==> src/rtl/parser_arb.sv <==
// Round-robin arbiter that merges N_SRC byte streams, one whole frame per grant, into one parser input.
// Byte out 1 cycle after accept; only the granted source sees ready; optional stall abort under PARSER_ARB_TIMEOUT_EN.
module parser_arb #(
  parameter int N_SRC       = 4,
  parameter int TIMEOUT_CYC = 64
) (
  input  logic                     clk,
  input  logic                     rst_n,
  input  logic [N_SRC-1:0]         src_valid,
  input  logic [N_SRC-1:0][7:0]    src_data,
  input  logic [N_SRC-1:0]         src_last,
  output logic [N_SRC-1:0]         src_ready,
  output logic [7:0]               out_data,
  output logic                     out_valid,
  output logic [$clog2(N_SRC)-1:0] grant_id,
  output logic                     busy,
  output logic                     frame_done,
  output logic                     timeout_err
);
  localparam int GW = $clog2(N_SRC);

  typedef enum logic [1:0] {IDLE, XFER, GAP} state_t;

  state_t        r_state;
  logic [GW-1:0] r_last_grant;
  logic [GW-1:0] r_grant;
  logic [7:0]    r_out_data;
  logic          r_out_valid;
  logic          r_frame_done;

  logic          w_found;
  logic [GW-1:0] w_winner;
  logic [GW-1:0] w_idx;
  logic          w_xfer;
  logic          w_last;
  logic          w_timeout;

  // Search starts one past the previous winner so every source gets a turn.
  always_comb begin
    w_found  = 1'b0;
    w_winner = '0;
    w_idx    = '0;
    for (int k = 1; k <= N_SRC; k++) begin
      w_idx = GW'((int'(r_last_grant) + k) % N_SRC);
      if (!w_found && src_valid[w_idx]) begin
        w_found  = 1'b1;
        w_winner = w_idx;
      end
    end
  end

  always_comb begin
    src_ready = '0;
    if (r_state == XFER) src_ready[r_grant] = 1'b1;
  end

  assign w_xfer = (r_state == XFER) && src_valid[r_grant];
  assign w_last = src_last[r_grant];

`ifdef PARSER_ARB_TIMEOUT_EN
  localparam int SW = $clog2(TIMEOUT_CYC + 1);

  logic [SW-1:0] r_stall;
  logic          r_timeout_err;

  // Fires on the stalled cycle that brings the count up to TIMEOUT_CYC.
  assign w_timeout = (r_state == XFER) && !w_xfer && (r_stall == SW'(TIMEOUT_CYC - 1));

  always_ff @(posedge clk) begin
    if (!rst_n) begin
      r_stall       <= '0;
      r_timeout_err <= 1'b0;
    end else begin
      r_timeout_err <= w_timeout;
      if ((r_state != XFER) || w_xfer || w_timeout) r_stall <= '0;
      else                                          r_stall <= r_stall + SW'(1);
    end
  end

  assign timeout_err = r_timeout_err;
`else
  logic w_unused_timeout_cyc;
  assign w_unused_timeout_cyc = ^TIMEOUT_CYC;
  assign w_timeout            = 1'b0;
  assign timeout_err          = 1'b0;
`endif

  always_ff @(posedge clk) begin
    if (!rst_n) begin
      r_state      <= IDLE;
      r_last_grant <= GW'(N_SRC - 1);
      r_grant      <= '0;
      r_out_data   <= '0;
      r_out_valid  <= 1'b0;
      r_frame_done <= 1'b0;
    end else begin
      r_out_valid  <= w_xfer;
      r_frame_done <= 1'b0;
      if (w_xfer) r_out_data <= src_data[r_grant];
      case (r_state)
        IDLE: begin
          if (w_found) begin
            r_state      <= XFER;
            r_grant      <= w_winner;
            r_last_grant <= w_winner;
          end
        end
        XFER: begin
          // A dropped valid never ends the grant; only last or a stall abort does.
          if ((w_xfer && w_last) || w_timeout) begin
            r_state      <= GAP;
            r_frame_done <= 1'b1;
          end
        end
        GAP:     r_state <= IDLE;
        default: r_state <= IDLE;
      endcase
    end
  end

  assign out_data   = r_out_data;
  assign out_valid  = r_out_valid;
  assign grant_id   = r_grant;
  assign busy       = (r_state == XFER);
  assign frame_done = r_frame_done;

endmodule

==> config.mk <==
export PLATFORM = sky130hd
export DESIGN_NAME = parser_arb
export DESIGN_NICKNAME = d
export VERILOG_FILES = /design/src/rtl/parser_arb.sv
export SDC_FILE = /design/constraint.sdc
export NUM_CORES = 1
export LEC_CHECK = 0
export CELL_PAD_IN_SITES_DETAIL_PLACEMENT = 1
export CELL_PAD_IN_SITES_GLOBAL_PLACEMENT = 1
export CORE_ASPECT_RATIO = 1.25
export CORE_MARGIN = 4
export CORE_UTILIZATION = 24
export CTS_BUF_LIST = sky130_fd_sc_hd__clkbuf_8
export DETAILED_ROUTE_END_ITERATION = 12
export GPL_TIMING_DRIVEN = 0
export PLACE_DENSITY_LB_ADDON = 0.1
export SYNTH_ARGS = -nofsm -noshare
export SYNTH_HDL_FRONTEND = slang
export SYNTH_SLANG_ARGS = --single-unit
==> constraint.sdc <==
create_clock -name clk -period 1.5 [get_ports clk]
set_input_delay 0.225 -clock clk [delete_from_list [all_inputs] [get_ports clk]]
set_output_delay 0.225 -clock clk [all_outputs]
set_load 0.005 [all_outputs]
Word-level counts from Yosys, hierarchy flattened

Cells that the tools add are included.

Word-level logic and storage cells: 61
Register bits after elaboration: 16
Output and inout bits: 18

Mux-type cells: 29
Equal/unequal tests: 3
$lt $le $gt $ge: 6
Add/sub/neg operators: 4
Reduce and logical (&&, ||, !) cells: 13

Operator list:

| operator                                                                     | number |
|---|---|
| 8-bit binary-select mux with 2-bit select                                    | 1 |
| 2-bit by 3-bit less-than comparator with 1-bit output, second input constant | 5 |
| 1-bit binary-select mux with 2-bit select                                    | 6 |
| 1-bit 2-to-1 mux                                                             | 12 |
| 2-bit 2-to-1 mux                                                             | 6 |
| 8-bit 2-to-1 mux                                                             | 1 |
| 1-bit logical AND                                                            | 6 |
| 2-bit AND reduction                                                          | 3 |
| 2-bit by 1-bit adder with 2-bit output, second input constant                | 2 |
| 2-bit adder, second input constant                                           | 2 |
| 4-bit 2-to-1 mux                                                             | 1 |
| 2-bit one-hot mux with 2 select lines                                        | 1 |
| 1-bit logical NOT                                                            | 3 |
| 1-bit demux with 2-bit select                                                | 1 |
| 2-bit by 1-bit equality test with 1-bit output, second input constant        | 1 |
| 2-bit by 1-bit >= comparator with 1-bit output, second input constant        | 1 |
| 2-bit logical NOT                                                            | 1 |
| 2-bit by 1-bit inequality test with 1-bit output, second input constant      | 1 |
| 2-bit inequality test, second input constant                                 | 1 |

Depth between registers and ports, before layout

Word-level depth: 15
Mapped depth: 6
Gate-level depth less buffers: 4

Worst setup path after synthesis

No wires, ideal clock.

Kind: reg2reg
Start: reg r_grant[0] (netlist: grant_id[0])
End: reg r_frame_done (netlist: frame_done)
Arrival: 1.437 ns
Data required time: 1.385 ns
Setup time: 0.115 ns
Slack: -0.053 ns
Stages on the path, launching flop included: 4
Cells stage by stage: dfxtp_1 > buf_2 > mux4_2 > and3_1

Longest elaborated chain between the ends: 5
Elaborated cells on any way between the ends: 7

RTL lines:

| element                                   | line | text |
|---|---|---|
| from (decl)                               | 26   | `logic [GW-1:0] r_grant;` |
| from (signal assigned)                    | 104  | `r_grant <= w_winner;` |
| 1-bit binary-select mux with 2-bit select | 57   | `assign w_xfer = (r_state == XFER) && src_valid[r_grant];` |
| 1-bit 2-to-1 mux (implied by the code)    | 57   |  |
| 1-bit logical AND                         | 57   |  |
| 1-bit logical AND (*)                     | 110  | `if ((w_xfer && w_last) \|\| w_timeout) begin` |
| 1-bit 2-to-1 mux (*)                      | 110  |  |
| to (signal assigned)                      | 95   | `r_frame_done <= 1'b0;` |
| to (signal assigned)                      | 98   | `r_frame_done <= 1'b0;` |
| to (signal assigned)                      | 112  | `r_frame_done <= 1'b1;` |
| to (decl)                                 | 29   | `logic r_frame_done;` |

Every way passes the cells marked *; elsewhere a longest branch is shown, timed or not. The select of a mux whose other input is x is not followed.
A chain may end at the register's enable or synchronous reset.

Worst setup path after layout

Start: reg r_state[0]
End: reg r_out_data[6] (netlist: out_data[6])

Longest elaborated chain between the ends: 2

RTL lines:

| element                                        | line | text |
|---|---|---|
| from (decl)                                    | 24   | `state_t r_state;` |
| from (signal assigned)                         | 90   | `r_state <= IDLE;` |
| from (signal assigned)                         | 103  | `r_state <= XFER;` |
| from (signal assigned)                         | 111  | `r_state <= GAP;` |
| 2-bit by 1-bit equality test with 1-bit output | 57   |  |
| 1-bit logical AND                              | 57   |  |
| to (signal assigned)                           | 99   | `if (w_xfer) r_out_data <= src_data[r_grant];` |
| to (decl)                                      | 27   | `logic [7:0] r_out_data;` |

No other way between the ends.

==> impl_results.rst <==
.. list-table::
   :header-rows: 1

   * - Metric
     - Value
   * - Capture point of the worst reg-to-reg path
     - out_data[6]$_SDFFE_PN0P_
   * - Gate count after technology mapping
     - 92
   * - Initial DRC Count
     - 16
   * - Kind of critical path
     - flop to flop
   * - Required arrival time at the worst endpoint
     - 1640 ps
   * - Cell at the slowest stage of the critical path
     - sky130_fd_sc_hd__or3b_4
   * - Crit path buffers/inverters
     - 1
   * - Wire length of the first global-routing pass
     - 5.47 mm
   * - Highest clock frequency the design can meet
     - 648 MHz
   * - Layout Area Growth over Synthesis
     - 92.6%
   * - Crit path max-delay family
     - simple AND/OR/NAND/NOR gates
   * - Maximum number of pins on one net before global-route repair
     - 11
   * - Worst-case reg-to-reg path depth
     - 5
   * - Average vias per placed instance
     - 4.60
   * - CP Cell Sequence
     - or3b_4 -> o22ai_4 -> buf_6 -> mux2i_1 -> nor2b_1
   * - Unique masters post-synth
     - 32
   * - Clock Root Buffer
     - sky130_fd_sc_hd__clkbuf_8
   * - Sequential cell area fraction in the yosys report
     - 33.3%
   * - Share of final-layout standard cells stronger than drive strength 1
     - 27.7%
   * - Initial antenna violation count
     - 0
   * - Number of placed I/O pins
     - 60
   * - Placed Cells incl. Taps
     - 204
   * - WL/cell
     - 16.3 um
   * - Synthesized area
     - 962 um^2
   * - Post-route minimum period
     - 1540 ps
   * - Synthesized area divided by synthesized cell count
     - 10.5 um^2
   * - Most frequently used flop master after synthesis
     - sky130_fd_sc_hd__dfxtp_1
   * - EDFF count, synth
     - 0
   * - Setup repair after global routing missed its margin
     - yes
   * - Seq pwr share
     - 31.9%
   * - Max Fanout on Critical Path
     - 5
   * - Max VDD drop
     - 0.000297 V
   * - Fraction of power consumed by the clock network
     - 24.0%
   * - Number of standard cells in the layout, taps in and fillers out
     - 220
   * - Sort of element at the start of the critical path
     - flop
   * - PD cells
     - 879 nW/um^2
   * - DRC Markers
     - 0
   * - Total Negative Setup Slacks
     - -55.7 ps
   * - Met2 WL
     - 1.98 mm
   * - Number of slew-limit violations in the final report
     - 0
   * - X dimension of the die
     - 64.6 um
   * - Post-cts hold buffer count
     - 0
   * - Number of synthesized register bits
     - 16
   * - Arr. time, crit path
     - 1680 ps
   * - Combinational cell fraction of total power
     - 44.1%
   * - Vias
     - 1011
   * - Number of buffers created by CTS
     - 3
   * - Number of failing hold endpoints at the final stage
     - 0
   * - Violated checks
     - negative setup slack
   * - Cell leakage power
     - 0.708 nW
   * - Sum of net half-perimeters after detailed placement
     - 2.70 mm
   * - Site row count
     - 25
   * - Final layout net count
     - 209
   * - Metal3 WL
     - 184 um
   * - Worst hold path type
     - input port to flop
   * - Diode count
     - 0
   * - Register clock-pin slew on the reported worst setup and hold paths
     - 70 ps
   * - Grt ovf
     - 0
   * - Internal power of the cells
     - 1.17 mW
   * - Largest stage delay, worst path
     - 420 ps
   * - Routability Congestion
     - 0.698
   * - Synthesis Warnings
     - 0
   * - Run status
     - complete, but fails checks
   * - Post-Route WL
     - 3.58 mm
   * - Fraction of post-synthesis cell area in the top cell type by area
     - 33.3%
   * - Dpl ws
     - -459 ps
   * - Net load switching power
     - 455 uW
   * - Destination of the worst hold path
     - grant_id[0]$_SDFFE_PN0P_
   * - Type of destination of the critical path
     - flop
   * - Sink Count
     - 16
   * - Post-synth ARST share
     - 0%
   * - Total setup violations reported at the end of the flow
     - 4
   * - Remaining antenna violation count
     - 0
   * - Synthesized net count
     - 134
   * - Worst flop-to-flop path startpoint
     - r_state[0]$_SDFFE_PN0P_
   * - Fraction of the cycle the final worst path needs
     - 103%
   * - Deepest clock path buffer count
     - 2
   * - Port buffer count
     - 58
   * - Vias in the first global route
     - 1116
   * - Routed metal-1 wirelength
     - 1.32 mm
   * - Uppermost metal layer occupied by signal nets
     - met4
   * - Crit path setup slack, layout
     - -42.5 ps
   * - Share of total power consumed by net switching
     - 27.9%
   * - Startpoint of the most critical hold path
     - src_valid[0]
   * - Core Footprint
     - 3820 um^2
   * - Maximum level of the CTS H-tree
     - 1
   * - Die outline area
     - 5090 um^2
   * - Initial core utilization
     - 25.2%
   * - Insertion delay to the later sink of the worst-skew pair
     - 250 ps
   * - Cells taking the most area after synthesis
     - sky130_fd_sc_hd__dfxtp_1 33%, sky130_fd_sc_hd__mux4_2 21%, sky130_fd_sc_hd__mux2i_1 10%, sky130_fd_sc_hd__nor2b_1 6.5%, sky130_fd_sc_hd__nand2b_1 2.6%
   * - First-pass detailed-route iteration total
     - 3
   * - CTS tree
     - done
   * - Number of cells traversed by the worst hold path
     - 4
   * - Overall die height
     - 78.8 um
   * - Commonest non-fill, non-tap cell in the layout
     - sky130_fd_sc_hd__clkdlybuf4s50_1
   * - Max-cap violation count
     - 0
   * - Cell accounting for the most synthesized area
     - sky130_fd_sc_hd__dfxtp_1
   * - R2R Setup Slk
     - -40 ps
   * - Setup clock skew after layout
     - 3.81 ps
   * - Leading cell types in the layout, fill and taps excluded
     - 49 x sky130_fd_sc_hd__clkdlybuf4s50_1, 12 x sky130_fd_sc_hd__dfxtp_1, 10 x sky130_fd_sc_hd__nor2b_1, 10 x sky130_fd_sc_hd__buf_4, 9 x sky130_fd_sc_hd__mux4_2
   * - Aggregate global-route resource usage
     - 14.0%
[what timing repair did]
| action | CTS | global route |
|---|---|---|
| gates cloned | 1 | 1 |
| pin swaps | 3 | 6 |
| endpoints found under the setup margin | 21 | 17 |
| resized for setup | 30 | 12 |
| setup buffers | 7 | 4 |
[sequential cells by signal, summed over array words and instances (netlist names)]
signal        cells
grant_id          2
r_state           2
out_data          8
frame_done        1
r_last_grant      2
out_valid         1
[routing by layer]
metal	vias to the layer above	track usage, %
met5	-	0
met4	0	7.19
met3	8	3.25
met2	36	26.2
met1	486	14.1
li1	481	-
[cells in the mapped netlist, types with 2 or more instances]
library cell	n
sky130_fd_sc_hd__nand3b_1	2
sky130_fd_sc_hd__and3_1	2
sky130_fd_sc_hd__nor2b_1	10
sky130_fd_sc_hd__nand2_1	4
sky130_fd_sc_hd__clkbuf_1	2
sky130_fd_sc_hd__nor2_1	4
sky130_fd_sc_hd__mux2i_1	10
sky130_fd_sc_hd__o21ai_0	4
sky130_fd_sc_hd__inv_1	3
sky130_fd_sc_hd__dfxtp_1	16
sky130_fd_sc_hd__a21oi_1	2
sky130_fd_sc_hd__buf_2	2
sky130_fd_sc_hd__nand2b_1	4
sky130_fd_sc_hd__mux4_2	9
[metrics by stage]
step / power, mW / hold slack, ps / cell area (um^2) / utilization [%]
after floorplan: 0.823 / 353 / 965 / -
after global placement: 1.10 / 499 / 1610 / 42.3
after detailed placement: 1.11 / 509 / 1610 / 42.3
after CTS: 1.58 / 528 / 1770 / 46.3
after global routing: 1.74 / 534 / 1850 / 48.6
final: 1.63 / 493 / 1850 / 48.6
[worst max-delay path by stage]
stage                             startpoint                        to  slack (ps)  cells past startpoint
floorplan           grant_id[0]$_SDFFE_PN0P_     frame_done$_SDFF_PN0_          20                      3
global placement    grant_id[1]$_SDFFE_PN0P_              src_ready[3]        -440                      5
detailed placement  grant_id[1]$_SDFFE_PN0P_              src_ready[2]        -460                      5
CTS                  r_state[0]$_SDFFE_PN0P_              src_ready[2]         -60                      3
global route         r_state[0]$_SDFFE_PN0P_  out_data[6]$_SDFFE_PN0P_        -110                      5
finish               r_state[0]$_SDFFE_PN0P_  out_data[6]$_SDFFE_PN0P_         -40                      5
[worst register-to-register path, cell delays in order (launching register included)]
cell and delay (ps):
sky130_fd_sc_hd__dfxtp_4 360, sky130_fd_sc_hd__or3b_4 420, sky130_fd_sc_hd__o22ai_4 200, sky130_fd_sc_hd__buf_6 170, sky130_fd_sc_hd__mux2i_1 220, sky130_fd_sc_hd__nor2b_1 70
[power by group through the flow]
| stage | Combinational [mW] | Sequential, mW | Clock, mW |
|---|---|---|---|
| finish | 0.719 | 0.519 | 0.391 |
| global placement | 0.568 | 0.529 | 0 |
| detailed placement | 0.579 | 0.532 | 0 |
| global route | 0.779 | 0.528 | 0.435 |
| floorplan | 0.298 | 0.526 | 0 |
| CTS | 0.653 | 0.517 | 0.405 |
[layout make-up]
| class | count | area, um^2 |
|---|---|---|
| clock buffer | 4 | 55.1 |
| inverter | 3 | 11.3 |
| tap | 54 | 67.6 |
| fill | 446 | 1960 |
| sequential | 16 | 330 |
| multi-input combinational | 67 | 636 |
| buffer | 6 | 72.6 |
| timing repair buffer | 70 | 681 |
[logic make-up (layout without fill, tap and decap cells)]
family	after synthesis	after routing	share of synthesized area [%]
simple gates	34	34	20.7
mux	19	19	31.5
flops	16	16	33.3
compound gates	13	13	9.23
buf+inv	9	83	4.94
other cells	1	1	0.390
(Power assumes the default switching activity.)
